--- src/rtl/hs32_pkg.sv ---
// Shared hs32 definitions: datapath width, register count and register index type.
package hs32_pkg;
  localparam int DW   = 32;
  localparam int NREG = 16;

  typedef logic [3:0] reg_idx_t;
endpackage

--- src/rtl/hs32_regfile_if.sv ---
// Request/response bus between a register-file client (master) and hs32_regfile (slave).
interface hs32_regfile_if #(parameter int DW = hs32_pkg::DW) ();
  import hs32_pkg::*;

  logic          enable_n;
  logic          req_valid;
  logic          req_ready;
  logic          rw;
  reg_idx_t      rsrc;
  reg_idx_t      rm;
  reg_idx_t      rdst;
  logic [DW-1:0] din;
  logic          rsp_valid;
  logic          rsp_ready;
  logic [DW-1:0] dout;
  logic [DW-1:0] dout_b;

  modport master (
    output enable_n, req_valid, rw, rsrc, rm, rdst, din, rsp_ready,
    input  req_ready, rsp_valid, dout, dout_b
  );

  modport slave (
    input  enable_n, req_valid, rw, rsrc, rm, rdst, din, rsp_ready,
    output req_ready, rsp_valid, dout, dout_b
  );
endinterface

--- src/rtl/hs32_regfile_mem.sv ---
// Register storage: one synchronous write port, two combinational read ports, async clear.
module hs32_regfile_mem
  #(parameter int DW   = hs32_pkg::DW,
    parameter int NREG = hs32_pkg::NREG)
  (
  input  logic                clk,
  input  logic                reset,
  input  logic                we,
  input  hs32_pkg::reg_idx_t  waddr,
  input  logic [DW-1:0]       wdata,
  input  hs32_pkg::reg_idx_t  raddr_a,
  input  hs32_pkg::reg_idx_t  raddr_b,
  output logic [DW-1:0]       rdata_a,
  output logic [DW-1:0]       rdata_b
  );

  logic [DW-1:0] regs [NREG];

  always_ff @(posedge clk or posedge reset) begin
    if (reset) begin
      for (int i = 0; i < NREG; i++) begin
        regs[i] <= '0;
      end
    end else if (we) begin
      regs[waddr] <= wdata;
    end
  end

  assign rdata_a = regs[raddr_a];
  assign rdata_b = regs[raddr_b];
endmodule

--- src/rtl/hs32_regfile.sv ---
// hs32 register file: valid/ready request handshake, write-first forwarding and a
// one-entry response register in front of the storage array.
module hs32_regfile
  #(parameter int DW   = hs32_pkg::DW,
    parameter int NREG = hs32_pkg::NREG)
  (
  input  logic          clk,
  input  logic          reset,
  hs32_regfile_if.slave bus
  );
  import hs32_pkg::*;

  logic          accept;
  logic          wr_en;
  logic [DW-1:0] mem_a;
  logic [DW-1:0] mem_b;
  logic [DW-1:0] rd_a;
  logic [DW-1:0] rd_b;

  // reset is folded in so nothing is offered while the array is being cleared
  assign bus.req_ready = !reset && !bus.enable_n && (!bus.rsp_valid || bus.rsp_ready);
  assign accept        = bus.req_valid && bus.req_ready;
  assign wr_en         = accept && bus.rw;

  hs32_regfile_mem #(.DW(DW), .NREG(NREG)) u_mem (
    .clk     (clk),
    .reset   (reset),
    .we      (wr_en),
    .waddr   (bus.rdst),
    .wdata   (bus.din),
    .raddr_a (bus.rsrc),
    .raddr_b (bus.rm),
    .rdata_a (mem_a),
    .rdata_b (mem_b)
  );

  // write-first: a read of the register being written returns the new data
  assign rd_a = (bus.rw && (bus.rsrc == bus.rdst)) ? bus.din : mem_a;
  assign rd_b = (bus.rw && (bus.rm   == bus.rdst)) ? bus.din : mem_b;

  always_ff @(posedge clk or posedge reset) begin
    if (reset) begin
      bus.rsp_valid <= 1'b0;
      bus.dout      <= '0;
      bus.dout_b    <= '0;
    end else if (accept) begin
      bus.rsp_valid <= 1'b1;
      bus.dout      <= rd_a;
      bus.dout_b    <= rd_b;
    end else if (bus.rsp_ready) begin
      bus.rsp_valid <= 1'b0;
    end
  end
endmodule

--- src/flat_wrapper.sv ---
// flat-port wrapper written by rule: the top's interface ports become plain ports
module hs32_regfile_flat import hs32_pkg::*;
#(parameter int DW   = hs32_pkg::DW,
    parameter int NREG = hs32_pkg::NREG)
  (clk, reset, bus_enable_n, bus_req_valid, bus_rw, bus_rsrc, bus_rm, bus_rdst, bus_din, bus_rsp_ready, bus_req_ready, bus_rsp_valid, bus_dout, bus_dout_b);
  hs32_regfile_if #(.DW(DW)) bus_i ();
  input  logic clk;
  input  logic reset;
  input wire logic [$bits(bus_i.enable_n)-1:0] bus_enable_n;
  input wire logic [$bits(bus_i.req_valid)-1:0] bus_req_valid;
  input wire logic [$bits(bus_i.rw)-1:0] bus_rw;
  input wire logic [$bits(bus_i.rsrc)-1:0] bus_rsrc;
  input wire logic [$bits(bus_i.rm)-1:0] bus_rm;
  input wire logic [$bits(bus_i.rdst)-1:0] bus_rdst;
  input wire logic [$bits(bus_i.din)-1:0] bus_din;
  input wire logic [$bits(bus_i.rsp_ready)-1:0] bus_rsp_ready;
  output wire logic [$bits(bus_i.req_ready)-1:0] bus_req_ready;
  output wire logic [$bits(bus_i.rsp_valid)-1:0] bus_rsp_valid;
  output wire logic [$bits(bus_i.dout)-1:0] bus_dout;
  output wire logic [$bits(bus_i.dout_b)-1:0] bus_dout_b;
  assign bus_i.enable_n = bus_enable_n;
  assign bus_i.req_valid = bus_req_valid;
  assign bus_i.rw = bus_rw;
  assign bus_i.rsrc = bus_rsrc;
  assign bus_i.rm = bus_rm;
  assign bus_i.rdst = bus_rdst;
  assign bus_i.din = bus_din;
  assign bus_i.rsp_ready = bus_rsp_ready;
  assign bus_req_ready = bus_i.req_ready;
  assign bus_rsp_valid = bus_i.rsp_valid;
  assign bus_dout = bus_i.dout;
  assign bus_dout_b = bus_i.dout_b;
  hs32_regfile #(.DW(DW), .NREG(NREG)) u_core (.clk(clk), .reset(reset), .bus(bus_i));
endmodule
--- config.mk ---
export PLATFORM = sky130hd
export DESIGN_NAME = hs32_regfile_flat
export DESIGN_NICKNAME = d
export VERILOG_FILES = /design/src/rtl/hs32_pkg.sv /design/src/rtl/hs32_regfile_if.sv /design/src/rtl/hs32_regfile_mem.sv /design/src/rtl/hs32_regfile.sv /design/src/flat_wrapper.sv
export SDC_FILE = /design/constraint.sdc
export NUM_CORES = 1
export LEC_CHECK = 0
export CORE_AREA = 5 5 323 325
export DETAILED_ROUTE_END_ITERATION = 12
export DIE_AREA = 0 0 328 330
export HOLD_SLACK_MARGIN = 0.06
export PLACE_DENSITY = 0.5
export SLEW_MARGIN = 20
export SYNTH_ARGS = -nofsm -noshare
export SYNTH_HDL_FRONTEND = slang
export SYNTH_HIERARCHICAL = 1
export SYNTH_SLANG_ARGS = --single-unit
--- constraint.sdc ---
create_clock -name clk -period 24 [get_ports clk]
set_clock_uncertainty 0.1 [all_clocks]
set_input_delay 4.8 -clock clk [delete_from_list [all_inputs] [get_ports clk]]
set_output_delay 4.8 -clock clk [all_outputs]
set_load 0.05 [all_outputs]
After elaboration in Yosys (flattened, before gate mapping)
Cells that the tools add are included.
{"block": "totals", "reg_bits": 577, "latchBits": 0, "ramBits": 0, "romBits": 0, "input_bits": 50, "out_inout_bits": 66, "n_memories": 0}
{"block": "op_classes", "n_addsub": 0, "n_mul": 0, "div_mod_pow": 0, "n_lt_le_gt_ge": 4, "n_eq_ne": 2, "n_shift": 0, "n_mux": 13, "n_bitwise": 3, "n_reduce_logical": 12}
{"cell": "bitwise mux 512 bit", "count": 1}
{"cell": "binary-select mux 32 bit (select 4 bit)", "count": 2}
{"cell": "2-to-1 mux 32 bit", "count": 7}
{"cell": "demux 32 bit (select 4 bit)", "count": 1}
{"cell": "greater-or-equal comparator 5 bit (second input constant)", "count": 3}
{"cell": "NOT 4 -> 5 bit", "count": 3}
{"cell": "equality test 4 bit", "count": 2}
{"cell": "logical AND 1 bit", "count": 7}
{"cell": "< comparator 5 x 1 -> 1 bit (second input constant)", "count": 1}
{"cell": "zero test 1 bit", "count": 3}
{"cell": "2-to-1 mux 1 bit", "count": 2}
{"cell": "nonzero test 2 bit", "count": 1}
{"cell": "logical OR 1 bit", "count": 1}

Longest topological paths before layout
{"block": "depth", "word_depth": 6, "depth_mapped": 10}

Cells and area by module
The synthesis kept the hierarchy.
{"module": "hs32_regfile_mem", "n_inst": 1, "cells_per_inst": 1681, "area_per_inst_um2": 26629.3}
{"module": "hs32_regfile", "n_inst": 1, "cells_per_inst": 347, "area_per_inst_um2": 3439.5}

Worst setup path after synthesis
OpenSTA, ideal clock, no wires.
{"block": "synth_path", "kind": "input port to output port", "start": "input port bus_enable_n", "end": "output port bus_req_ready", "t_arrival_ns": 5.897, "setup_slack_ns": 13.203, "cell_stages": 1, "n_path_buf": 0, "cell_sequence": "nor3_1"}
{"block": "synth_via", "elab_chain_cells": 3}
{"item": "start, declared", "line": "flat_wrapper.sv:9", "rtl": "input wire logic [$bits(bus_i.enable_n)-1:0] bus_enable_n;"}
{"item": "zero test 1 bit", "line": "hs32_regfile.sv:21", "rtl": "assign bus.req_ready = !reset && !bus.enable_n && (!bus.rsp_valid || bus.rsp_ready);"}
{"item": "logical AND 1 bit (2 in series)", "line": "hs32_regfile.sv:21"}
{"item": "end, declared", "line": "flat_wrapper.sv:17", "rtl": "output wire logic [$bits(bus_i.req_ready)-1:0] bus_req_ready;"}
Every way passes these cells.

Final worst setup path
{"block": "layout_path", "start": "input port reset", "end": "output port bus_req_ready"}
{"block": "layout_via", "elab_chain_cells": 3}
{"item": "start, declared", "line": "flat_wrapper.sv:8", "rtl": "input logic reset;"}
{"item": "zero test 1 bit (no source line)"}
{"item": "logical AND 1 bit (2 in series)", "line": "hs32_regfile.sv:21"}
Every way passes these cells.

==> run metrics <==
run status=finished clean; cell taking the most area after synthesis=dfrtp_1; FP Rows=117; clock tree buffer depth=3; DRT iter0 DRCs=1476; RSZ-0062 raised after global routing=no; PwrDens=72.5 mW/mm²; Vias=19206; Post-CTS Hold Buffers=0; worst-margin pin slew=1.07 ns; vias in the first global route=20958; crit path from=reset; largest net degree at the start of global routing=123; Hold Slack=0.392 ns; Max stage delay on crit path=0.84 ns; Unique masters post-synth=32; Die H=330 µm; routability cong.=0.727; worst skew pair latency=0.60 ns; Post-DP Area=0.0324 mm²; dpl ws=12.53 ns; post-cts resize count=0; slowest CP cell=clkdlybuf4s50_1; Met1 Routed Length=43600 µm; fin cells=3467; Synth Warn #=6; r2r endpoint=u_core/u_mem/regs[445]; max_cap viols=0; highest metal used=met4; Critical Path RT=19.10 ns; post-synth top area share=48.0%; Core Region=0.101 mm²; Die Wd=328 µm; Total Neg Setup Slack=0 ns; Initial Util=29.7%; Clock Tree Root=clkbuf_16; DR vias/cell=5.54; Max IR drop VDD=39.9 µV; die area=0.108 mm²; post-synthesis register bit count=577; synthesis-to-layout area growth=15.0%; Buffers on Ports=115; clock-pin slew on the worst setup and hold paths=0.06 ns; worst hold path type=flop to flop; Post-Route WL=97100 µm; type of origin of the critical path=input pin; grt ovf=0; FF-to-FF Start=u_core/bus.rsp_valid; antenna viol nets, final=0; Min-Delay Path Depth=2; worst-path fanout max=5; post-DP HPWL=51300 µm; Seq/Total Area, Yosys=48.0%; Routed wire per std cell=28.0 µm; first-pass GRT wire length=145000 µm; Sink Count=577; nets=2099; commonest non-fill, non-tap cells in the layout=dfrtp_1 (577), mux2_2 (465), mux4_2 (256); H-tree Lvls=3; FF-to-FF setup slack=20.37 ns; max-slew violation count=0; fin crit period=11.47 ns; Met3 Wirelength=5980 µm; DRC Markers=0; layout cells sized above 1=45.4%; Net Count, Synth=2078; Area contributors post-synth=dfrtp_1 (48%), mux4_2 (19%), mux2_2 (17%), a22oi_1 (3.2%), o211ai_1 (2.8%); Critical Path End=bus_req_ready; Highest Clock Rate=87.2 MHz; Crit path top cell by count=clkdlybuf4s50_1; Syn Area/Cell=14.8 µm²; Final Hold Vio Count=0; Crit Path Class=input pin to output port; crit end category=output port; WL met2=44400 µm; DRT Pass-1 Iters=5; overall power=2.51 mW; fin util=34.2%; R2R cell count=8; DP Cell Count=3346; CTS Buf Count=68; postcts setup bufs=0; Finished Cell Area=0.0346 mm²; # setup viols final=0; I/O pin count=116; post-synthesis cell area=0.0301 mm²; crit-path cells=clkdlybuf4s50_1 > nor3_1 > clkdlybuf4s50_1; initial antenna violation count=0; most common cell after layout, fill and taps aside=dfrtp_1; Total GRT Usage=17.9%; leakage=15.1 nW; Post-Syn Instances=2028; Max-slew headroom=28.7%; worst setup margin=12.53 ns; Tcrit/Tclk final=47.8%; CTS tree=done; worst path arrival time=6.57 ns
worst min-delay path by stage:
| stage | startpoint | end | slack (ns) |
|---|---|---|---|
| CTS | u_core/bus.dout_b[21] | u_core/bus.dout_b[21] | 0.40 |
| detailed placement | u_core/bus.dout_b[25] | u_core/bus.dout_b[25] | 0.38 |
| floorplan | u_core/u_mem/regs[183] | u_core/u_mem/regs[183] | 0.37 |
| global route | u_core/bus.dout_b[17] | u_core/bus.dout_b[17] | 0.42 |
| finish | u_core/bus.dout_b[21] | u_core/bus.dout_b[21] | 0.39 |
| global placement | u_core/bus.dout_b[25] | u_core/bus.dout_b[25] | 0.37 |
worst max-delay path: cells and delay by family:
family | cells | cell delay (ns)
and+or+nand+nor | 1 | 0.30
buffers and inverters | 2 | 1.46
routing by layer:
layer	global-route usage, %	vias to the layer above
met3	3.58	172
met4	6.09	0
met2	27.9	625
met1	25.1	10506
met5	0	-
li1	-	7903
synth_stat cells, drive strengths merged:
master / instances
dfrtp: 577
mux2: 512
mux4: 256
nand2: 165
a22oi: 128
o211ai: 128
clkbuf: 109
buf: 101
nor2: 9
xnor2: 8
nand3: 5
nor2b: 5
nand2b: 4
nor3: 4
and2: 3
nand3b: 3
inv: 2
nor3b: 2
or2: 2
or3: 2
nor4b: 1
or4: 1
or4b: 1
cell families (layout without fill, tap and decap cells):
family                    count (synthesis)  in the layout  synth area share (%)
and+or+nand+nor                         207            207                  3.00
xor gates and xnor gates                  8              8                 0.233
DFF                                     577            577                  48.0
muxes                                   768            768                  38.7
AOI/OAI and AO/OA                       256            256                  6.67
buffers and inverters                   212            281                  3.35
other                                     0              2                     0
state kept, by name (all words and copies together), names as in the netlist:
register              cells
u_core/u_mem/regs       512
u_core/bus.dout_b        32
u_core/bus.rsp_valid      1
u_core/bus.dout          32
report_power, final:
part | switching, mW | leakage [nW] | total (mW) | internal, mW
logic | 0.216 | 6.20 | 0.395 | 0.179
registers | 0.0599 | 7.87 | 1.12 | 1.06
clock network | 0.413 | 1.04 | 0.994 | 0.581
total | 0.689 | 15.1 | 2.51 | 1.82
cell type report:
| type | instances | area, µm² |
|---|---|---|
| diodes | 2 | 5.00 |
| clock buffers | 106 | 2040 |
| clock inverters | 12 | 71.3 |
| fillers | 9683 | 66600 |
| inverters | 2 | 16.3 |
| multi-input cells | 1239 | 14800 |
| flip-flops and latches | 577 | 14400 |
| well taps | 1368 | 1710 |
| repair buffers | 161 | 1530 |
Power figures use the tool's default switching activity.
==> patch: new RTL, same settings <==
Make the reset (`reset`) synchronous in 2 clocked blocks. Comments in the files are not updated.
--- a/src/rtl/hs32_regfile_mem.sv
+++ b/src/rtl/hs32_regfile_mem.sv
@@ -17,5 +17,5 @@
   logic [DW-1:0] regs [NREG];
 
-  always_ff @(posedge clk or posedge reset) begin
+  always_ff @(posedge clk) begin
     if (reset) begin
       for (int i = 0; i < NREG; i++) begin
--- a/src/rtl/hs32_regfile.sv
+++ b/src/rtl/hs32_regfile.sv
@@ -39,5 +39,5 @@
   assign rd_b = (bus.rw && (bus.rm   == bus.rdst)) ? bus.din : mem_b;
 
-  always_ff @(posedge clk or posedge reset) begin
+  always_ff @(posedge clk) begin
     if (reset) begin
       bus.rsp_valid <= 1'b0;
Behaviour: not the same (a bounded check fails within 4 cycles, from zero or initial values and one cycle with reset high; the reset may be asserted at any time).
==> patch against the unedited design <==
Register-to-register slack worse by 0.39 ns; sequential share of layout area up 6.2 points; area after synthesis up 0.69%; routed wire length up 5.7%; core utilization up 0.22 points; sequential cell count unchanged; design area up 0.64%; total power down 5.0%; count of clock-buffer cells in the layout down 9; setup slack better by 0.073 ns; synthesized cell count up 3.8%.
==> patch: results (changes against the unedited design) <==
| Metric | Value |
|---|---|
| Status | `complete, no violations` |
| Wire per inst | `28.9 um (+3.1%)` |
| Most common flop cell mapped by yosys | `edfxtp_1` |
| Post-synthesis sequential area ratio | `0.551 (+0.0706)` |
| Async set-or-reset flop fraction in the synthesized netlist | `0 (-1.00)` |
| Worst r2r src | `u_core/bus.rsp_valid$_SDFFE_PP0P_` |
| Maximum net fanout on the critical path | `4 (-1)` |
| Total GRT Usage | `0.188 (+0.00920)` |
| Hold WS | `0.422 ns (+0.0301 ns)` |
| Area post-placement | `0.0328 mm^2 (+1.0%)` |
| Max IR drop VDD | `0.0357 mV (-11%)` |
| Synth unique cells | `37 (+16%)` |
| Hold EP | `u_core/bus.dout_b[1]$_SDFFE_PP0P_` |
| Reg-to-Reg End | `u_core/u_mem/regs[8][11]$_SDFFCE_PN0P_` |
| Largest net degree at the start of global routing | `74 (-40%)` |
| Drt initial violations | `1931 (+31%)` |
| Synth Area per Inst | `14.4 um^2 (-3.0%)` |
| EDFF count, synth | `512 (+512)` |
| Placer Congestion | `0.766 (+5.4%)` |
| Synth top area share | `0.508 (+0.0276)` |
| HP Start | `u_core/bus.dout_b[1]$_SDFFE_PP0P_` |
| Initial antenna violation count | `15 (+15)` |
| Synth area leaders | `edfxtp_1 (51%), mux4_2 (19%), and2_1 (10%)` |
| Number of global-route vias before repair | `20300 (-3.0%)` |
| Global-route wire length before repair | `147000 um (+1.5%)` |
| Dpl hpwl | `58300 um (+14%)` |
| R2r setup slk | `19.98 ns (-0.39 ns)` |
| Total CTS buffers | `66 (-2.9%)` |
| Setup WS pre-CTS | `12.60 ns (+0.0721 ns)` |
| Leakage power | `12.2 nW (-19%)` |
| Synth top cells by count | `edfxtp_1 (512), and2_1 (483), mux4_2 (256)` |
| Cells after DPL | `3431 (+2.5%)` |
| Met2 wire length | `47800 um (+7.7%)` |
| Final net count | `2181 (+3.9%)` |
| Routed metal-1 wire length | `42900 um (-1.6%)` |
| Via/cell ratio | `5.41 (-2.4%)` |
| Max layer used | `met5` |
## patch: final cells by class
class	count	area [um^2]	share of cell area
multi-input combinational	1284	12700	0.365
inverter	33	124	0.00356
clock inverter	21	93.8	0.00270
timing repair buffer	169	1560	0.0449
antenna	5	12.5	0.000360
clock buffer	97	1920	0.0553
tap	1368	1710	0.0492
sequential	577	16700	0.479
## patch: logic make-up after synthesis
logic type	count (synthesis)	synth area share
mux	256	0.190
buf+inv	245	0.0347
simple gates	699	0.136
flops	577	0.551
compound gates	321	0.0857
xor+xnor	8	0.00231
## patch: worst max-delay path by stage
stage / startpoint / to / slack, ns / cells past startpoint
2_1_floorplan: reset / bus_req_ready / 12.94 / 2
3_3_place_gp: bus_rsp_ready / bus_req_ready / 12.55 / 4
3_5_place_dp: bus_rsp_ready / bus_req_ready / 12.60 / 4
4_1_cts: bus_rsp_ready / bus_req_ready / 12.59 / 4
5_1_grt: bus_rsp_ready / bus_req_ready / 12.54 / 4
6_report: bus_rsp_ready / bus_req_ready / 12.61 / 4
## patch: power by group
part           leakage [nW]  internal, mW  switching [mW]
clock                 0.984         0.554           0.410
sequential             6.03          1.12          0.0166
combinational          5.22        0.0967           0.182
total                  12.2          1.77           0.608
## patch: metal layers
layer / GRT usage / vias to the layer above
met3: 0.0480 / 159
met5: 0 / -
li1: - / 8119
met4: 0.0464 / 2
met2: 0.304 / 888
met1: 0.256 / 10100
## patch: tightest hold or removal path, delay by kind of cell, from the launching register on
| family | cells | cell delay, ns |
|---|---|---|
| simple gates | 1 | 0.10 |
| flops | 1 | 0.32 |
| compound gates | 1 | 0.05 |
